$ cat src/rtl/contador_pkg.sv
// -----------------------------------------------------------------------------
// contador_pkg
// Purpose : Shared constants and types for the decade (MOD-10) up/down counter.
// Contents:
//   COUNT_WIDTH   - width of the count output (4 bits covers 0..9)
//   COUNT_MODULUS - number of count states (10, i.e. one BCD digit)
//   dir_t         - direction encoding, identical to the seletor input
//                   (DIR_DOWN = 0, DIR_UP = 1)
// -----------------------------------------------------------------------------
package contador_pkg;

    localparam int COUNT_WIDTH   = 4;
    localparam int COUNT_MODULUS = 10;

    typedef enum logic {
        DIR_DOWN = 1'b0,
        DIR_UP   = 1'b1
    } dir_t;

endpackage : contador_pkg

$ cat src/rtl/contador_up_down.sv
// -----------------------------------------------------------------------------
// contador_up_down
// Purpose : Synchronous MOD-MODULUS up/down counter (default: one BCD digit).
//           Steps on every rising clk edge while out of reset; direction is
//           chosen per edge by seletor. Wraps 9->0 going up and 0->9 going
//           down. Any value outside 0..MODULUS-1 is forced to 0 on the next
//           edge, so the counter recovers by itself from a corrupted state.
// Ports   :
//   clk      in   1      system clock, rising-edge active
//   reset    in   1      asynchronous, active-low; 0 clears contador at once
//   seletor  in   1      direction: 1 = up, 0 = down (sampled at clk rise)
//   contador out  WIDTH  registered count value, 0..MODULUS-1
// -----------------------------------------------------------------------------
module contador_up_down
    import contador_pkg::*;
#(
    parameter int MODULUS = COUNT_MODULUS,
    parameter int WIDTH   = COUNT_WIDTH
) (
    input  logic             clk,
    input  logic             reset,
    input  logic             seletor,
    output logic [WIDTH-1:0] contador
);

    localparam logic [WIDTH-1:0] MAX_COUNT = WIDTH'(MODULUS - 1);
    localparam logic [WIDTH-1:0] ONE       = WIDTH'(1);

    logic [WIDTH-1:0] r_count;
    logic [WIDTH-1:0] w_count_next;

    // Next-state rule. Wrap points are detected by explicit comparison so
    // that the behaviour does not depend on binary overflow of WIDTH bits.
    function automatic logic [WIDTH-1:0] next_count(
        input logic [WIDTH-1:0] cur,
        input dir_t             dir
    );
        logic [WIDTH-1:0] nxt;
        if (cur > MAX_COUNT) begin
            // Unreachable in normal operation; recover to 0 in either direction.
            nxt = '0;
        end else if (dir == DIR_UP) begin
            nxt = (cur == MAX_COUNT) ? '0 : cur + ONE;
        end else begin
            nxt = (cur == '0) ? MAX_COUNT : cur - ONE;
        end
        return nxt;
    endfunction

    always_comb begin
        w_count_next = next_count(r_count, dir_t'(seletor));
    end

    always_ff @(posedge clk or negedge reset) begin
        if (!reset) begin
            r_count <= '0;
        end else begin
            r_count <= w_count_next;
        end
    end

    // The output is the register itself: no combinational input-to-output path.
    assign contador = r_count;

`ifndef SYNTHESIS
    // The count must never leave the legal range while out of reset.
    a_count_in_range : assert property (
        @(posedge clk) disable iff (!reset) (contador <= MAX_COUNT)
    );
`endif

endmodule : contador_up_down

$ cat config.mk
export PLATFORM = sky130hd
export DESIGN_NAME = contador_up_down
export DESIGN_NICKNAME = d
export VERILOG_FILES = /design/src/rtl/contador_pkg.sv /design/src/rtl/contador_up_down.sv
export SDC_FILE = /design/constraint.sdc
export NUM_CORES = 1
export LEC_CHECK = 0
export ABC_AREA = 1
export CAP_MARGIN = 20
export CORE_AREA = 2 2 39 41
export CTS_BUF_LIST = sky130_fd_sc_hd__clkbuf_8
export DETAILED_ROUTE_END_ITERATION = 7
export DIE_AREA = 0 0 41 43
export DONT_BUFFER_PORTS = 1
export HOLD_SLACK_MARGIN = 0.15
export SYNTH_ARGS = -nofsm -noshare
export SYNTH_HDL_FRONTEND = slang
export SYNTH_SLANG_ARGS = --single-unit
$ cat constraint.sdc
create_clock -name clk -period 2.8 [get_ports clk]
set_clock_uncertainty 0.1 [all_clocks]
set_input_delay 0.56 -clock clk [delete_from_list [all_inputs] [get_ports clk]]
set_output_delay 0.56 -clock clk [all_outputs]
set_load 0.005 [all_outputs]
==> results of run 1 <==
cells in the mapped netlist:
| cell | count | area, µm² |
|---|---|---|
| dfrtp_1 | 4 | 100 |
| a21oi_1 | 3 | 15.0 |
| nand2_2 | 2 | 12.5 |
| nand3_1 | 3 | 15.0 |
| nor2_2 | 1 | 6.26 |
| o21ai_1 | 2 | 10.0 |
| nor2_1 | 5 | 18.8 |
| nand2_1 | 16 | 60.1 |
| inv_2 | 1 | 3.75 |
| o21ai_0 | 1 | 5.00 |
| inv_1 | 4 | 15.0 |
final timing paths:
path	end	slack, ps	cells after the start
max in group asynchronous	contador[3]	1910	1
worst min-delay path	contador[2]	410	3
worst max-delay path	contador[0]	1450	0
worst max register to register	contador[1]	1600	6
worst min register to register	contador[0]	500	1
min in group asynchronous	contador[0]	520	1
per-stage QoR:
| step | hold slack, ps | total power, mW | cell area [µm²] | instances | utilization [%] |
|---|---|---|---|---|---|
| final | 413 | 0.414 | 333 | 62 | 24.1 |
| after global routing | 422 | 0.459 | 333 | 62 | 24.1 |
| after CTS | 409 | 0.417 | 333 | 62 | 24.1 |
| after detailed placement | 165 | 0.295 | 282 | 58 | 20.3 |
| after global placement | 165 | 0.294 | 282 | 58 | 20.3 |
| after floorplan | 164 | 0.262 | 262 | 42 | - |
final cells by class:
class / instances / area (µm²)
timing repair buffer: 1 / 10.0
inverter: 5 / 18.8
clock buffer: 3 / 41.3
fill: 153 / 1050
tap: 16 / 20.0
multi-input combinational: 33 / 143
sequential: 4 / 100
metal layers:
layer  part of all wire, %  vias to the layer above  GRT usage [%]
met5                     0                        -              0
met4                     0                        0           6.00
met3                    11                        0           5.24
met2                    39                       10           8.44
met1                    50                      112           9.12
li1                      -                      141              -
power breakdown:
| group | total [mW] | internal (mW) | switching (mW) |
|---|---|---|---|
| Clock | 0.117 | 0.0912 | 0.0257 |
| Combinational | 0.156 | 0.0617 | 0.0938 |
| Sequential | 0.142 | 0.0859 | 0.0559 |
cell families after synthesis:
| family | count (synthesis) |
|---|---|
| compound gates | 6 |
| buf+inv | 5 |
| flops | 4 |
| simple gates | 27 |
what timing repair did:
item | CTS | global route
endpoints found under the setup margin | 0 | 0
hold buffers | 1 | 0
endpoints found under the hold margin | 4 | 0
==> impl_metrics.json, run 1 <==
{
  "cts_buffers": 3,
  "ys_seq_area_share_pct": 38.3,
  "min_period_over_period_pct": 48.3,
  "start_util_pct": 18.9,
  "hold_path.class": "in -> reg",
  "status": "completed",
  "worst_slack_ps": 1450,
  "relSlewSlack_pct": 82.3,
  "pin_count": 7,
  "synth_compound_area_share_pct": 11.5,
  "top_register": "contador",
  "max-cap-violations": 0,
  "num_vias": 263,
  "drc_errors": 0,
  "synthesis.nets": 45,
  "synthCells": 42,
  "cts_setup_buffers": 0,
  "grt_overflow": 0,
  "largest_register_ffs": 4,
  "rows": 14,
  "dr.pass1.iters": 2,
  "fmax_mhz": 740,
  "ir_drop_mv": 0.286,
  "worstSetupStartpoint": "contador[0]",
  "setup_tns_ps": 0,
  "cts_root_buffer": "clkbuf_8",
  "yosysUniqueCellTypes": 11,
  "clk_pin_slew_ps": 30,
  "vias_per_cell": 4.24,
  "coreArea_um2": 1380,
  "antenna_found_initial": 0,
  "design.die.area_um2": 1760,
  "worstPathArrival_ps": 690,
  "tightest_slew_ps": 266,
  "hold_start": "seletor",
  "clock-sinks": 4,
  "ant_nets": 0,
  "powerDensity_nw_per_um2": 1240,
  "area_delta_synth_final_pct": 27.3,
  "grt_pass1_vias": 237,
  "drt_iter0_markers": 2,
  "io_buffers": 0,
  "nets": 51,
  "antenna_cells": 0,
  "crit_required_ps": 2140,
  "crit_type": "reg -> out",
  "syn_area_per_cell_um2": 6.23,
  "r2r-start": "contador[1]",
  "postRouteWirelength_um": 514,
  "yosys.area_share.simple_pct": 43.1,
  "synth_top_family_by_area": "simple AND/OR/NAND/NOR gates",
  "die_y_um": 43,
  "preCtsSetupSlack_ps": 1610,
  "grt_usage_pct": 7.46,
  "grt_first_pass_wirelength_um": 821,
  "final_common_cell": "nand2_1",
  "rsz0062_at_grt": "no",
  "final_hold_viol_count": 0,
  "worst-path-max-fanout": 8,
  "leakage_nw": 0.182,
  "yosys_warnings": 0,
  "grt_max_degree": 9,
  "syn_area_um2": 262,
  "htree_levels": 1,
  "dp_hpwl_um": 412,
  "die_w_um": 41,
  "synthAdderAreaFrac_pct": 0,
  "setup-violations-final": 0,
  "drv_slew": 0,
  "final_layout_size_suffix_gt1_share_pct": 15.2,
  "cts.repair.resized": 0,
  "critPathLaunchType": "flip-flop",
  "reg_top3": "contador: 4 flops",
  "cts_tree": "yes",
  "routedWlPerCell_um": 8.29,
  "synth_xor_xnor_area_share_pct": 0,
  "ys_seq_elements": 4,
  "mostFrequentLayoutCells": "nand2_1 (16), nor2_1 (5), inv_1 (4), dfrtp_1 (4)",
  "min_period_ps": 1350,
  "end_kind": "output port",
  "clkLatencyLatePin_ps": 210,
  "synthMuxAreaShare_pct": 0,
  "routabilityCongestion": 0.556,
  "cts_max_path_buffers": 2
}
(Power assumes the default switching activity.)
==> run 2: changes to the inputs <==
Clock period 2.8 ns to 1.4 ns, I/O delays scaled along.
==> impl_metrics.json, run 2 (same netlist as run 1, synthesis figures left out) <==
{
  "nets": 52,
  "cts_buffers": 3,
  "final_common_cell": "nand2_1",
  "drc_errors": 0,
  "antenna_cells": 0,
  "fin_cells": 63,
  "grt_max_degree": 9,
  "hold_path.class": "in -> reg",
  "clk_pin_slew_ps": 30,
  "worst_slack_ps": 195,
  "crit_type": "reg -> reg",
  "ant_nets": 0,
  "grt_first_pass_wirelength_um": 828,
  "crit_top_cell": "nand2_1",
  "p_int_mw": 0.480,
  "max-cap-violations": 0,
  "min_period_over_period_pct": 86.0,
  "powerDensity_nw_per_um2": 2430,
  "antenna_found_initial": 0,
  "worstPathArrival_ps": 1200,
  "htree_levels": 1,
  "hold_slack_ps": 209,
  "vias_per_cell": 4.03,
  "rows": 14,
  "routabilityCongestion": 0.673,
  "setup_tns_ps": 0,
  "status": "completed",
  "postRouteWirelength_um": 536,
  "leakage_nw": 0.186,
  "cts_max_path_buffers": 2,
  "crit_path_max_incr_delay_ps": 450,
  "grtUsageMet3_pct": 3.66,
  "crit_required_ps": 1400,
  "die_y_um": 43,
  "design.die.area_um2": 1760,
  "slowest_stage": "dfrtp_1",
  "preCtsSetupSlack_ps": 206,
  "start_util_pct": 18.9,
  "coreArea_um2": 1380,
  "fmax_mhz": 830,
  "relSlewSlack_pct": 80.7,
  "dr.pass1.iters": 2,
  "final_layout_size_suffix_gt1_share_pct": 14.9,
  "power_frac_clock_pct": 28.2,
  "ir_drop_mv": 0.677,
  "worst-path-max-fanout": 6,
  "cts_root_buffer": "clkbuf_8",
  "drt_iter0_markers": 1,
  "tightest_slew_ps": 290,
  "power.net_switching_mw": 0.353,
  "rsz0062_at_grt": "no",
  "largest_register_ffs": 4,
  "use_met1_pct": 8.12,
  "clkLatencyLatePin_ps": 210,
  "total_power_mw": 0.833,
  "dp_cells": 58,
  "final_hold_viol_count": 0,
  "combPwrFrac_pct": 37.2,
  "grt_pass1_vias": 243,
  "grt_overflow": 0,
  "die_w_um": 41,
  "pin_count": 7,
  "drv_slew": 0,
  "cts_tree": "yes",
  "setup-violations-final": 0,
  "reg_top3": "contador: 4 flops",
  "globalRouteMet2Util_pct": 9.38,
  "num_vias": 254,
  "seqPwrFrac_pct": 34.6,
  "path_cells": "nor2_2, nand2_1, o21ai_1, nand2_1, nand2_1, nor2_1",
  "min_period_ps": 1200,
  "cts.repair.resized": 0,
  "switching_share_pct": 42.4,
  "area_delta_synth_final_pct": 31.1,
  "io_buffers": 0,
  "routedWlPerCell_um": 8.51,
  "grt_usage_pct": 7.15,
  "mostFrequentLayoutCells": "nand2_1 (16), nor2_1 (5), inv_1 (4), dfrtp_1 (4)",
  "clock-sinks": 4,
  "end_kind": "flip-flop",
  "top_register": "contador",
  "dp_hpwl_um": 419,
  "critPathLaunchType": "flip-flop",
  "top_usage_layer": "met2"
}
## run 2: repair_timing
action                                  in CTS  in global routing
endpoints found under the setup margin       0                  0
hold endpoints to repair                     5                  0
buffers inserted                             0                  0
hold buffers                                 2                  0
## run 2: layout make-up
type | instances | area (µm²)
clock buffers | 3 | 41.3
repair buffers | 2 | 20.0
well taps | 16 | 20.0
multi-input cells | 33 | 143
inverters | 5 | 18.8
fillers | 154 | 1040
flip-flops and latches | 4 | 100
## run 2: power groups by stage
stage / clock [mW] / combinational, mW / sequential, mW
floorplan: 0 / 0.264 / 0.260
global placement: 0 / 0.303 / 0.283
detailed placement: 0 / 0.306 / 0.285
CTS: 0.245 / 0.314 / 0.283
global route: 0.254 / 0.367 / 0.297
finish: 0.235 / 0.310 / 0.288
## run 2: per-stage QoR
step	cell area, µm²	utilization, %
finish	343	24.8
global route	343	24.8
CTS	343	24.8
detailed placement	282	20.3
global placement	282	20.3
floorplan	262	-
## run 2: critical path, delay by kind of cell (launching register included)
kind             cells  cell delay (ps)
AO/OA/AOI/OAI        1               90
flip-flops           1              450
AND/OR/NAND/NOR      5              450
## run 2: final timing paths
kind	from	endpoint	slack [ps]	cells past startpoint
min in group asynchronous	reset	contador[1]	240	1
setup / recovery	contador[1]	contador[1]	200	6
hold reg to reg	contador[0]	contador[0]	520	1
max in group asynchronous	reset	contador[2]	800	1
setup reg to reg	contador[1]	contador[1]	200	6
hold / removal	seletor	contador[1]	210	3
## run 2: metal layers
metal | vias up | share of wire [%]
met5 | - | 0
met4 | 0 | 0
met3 | 0 | 11
met2 | 9 | 42
met1 | 104 | 47
li1 | 141 | -
==> run 3: changes to the inputs <==
Settings changed: SLEW_MARGIN set to 20.
==> results of run 3 <==
No change in the layout: final DEF, timing and power equal those of run 2.
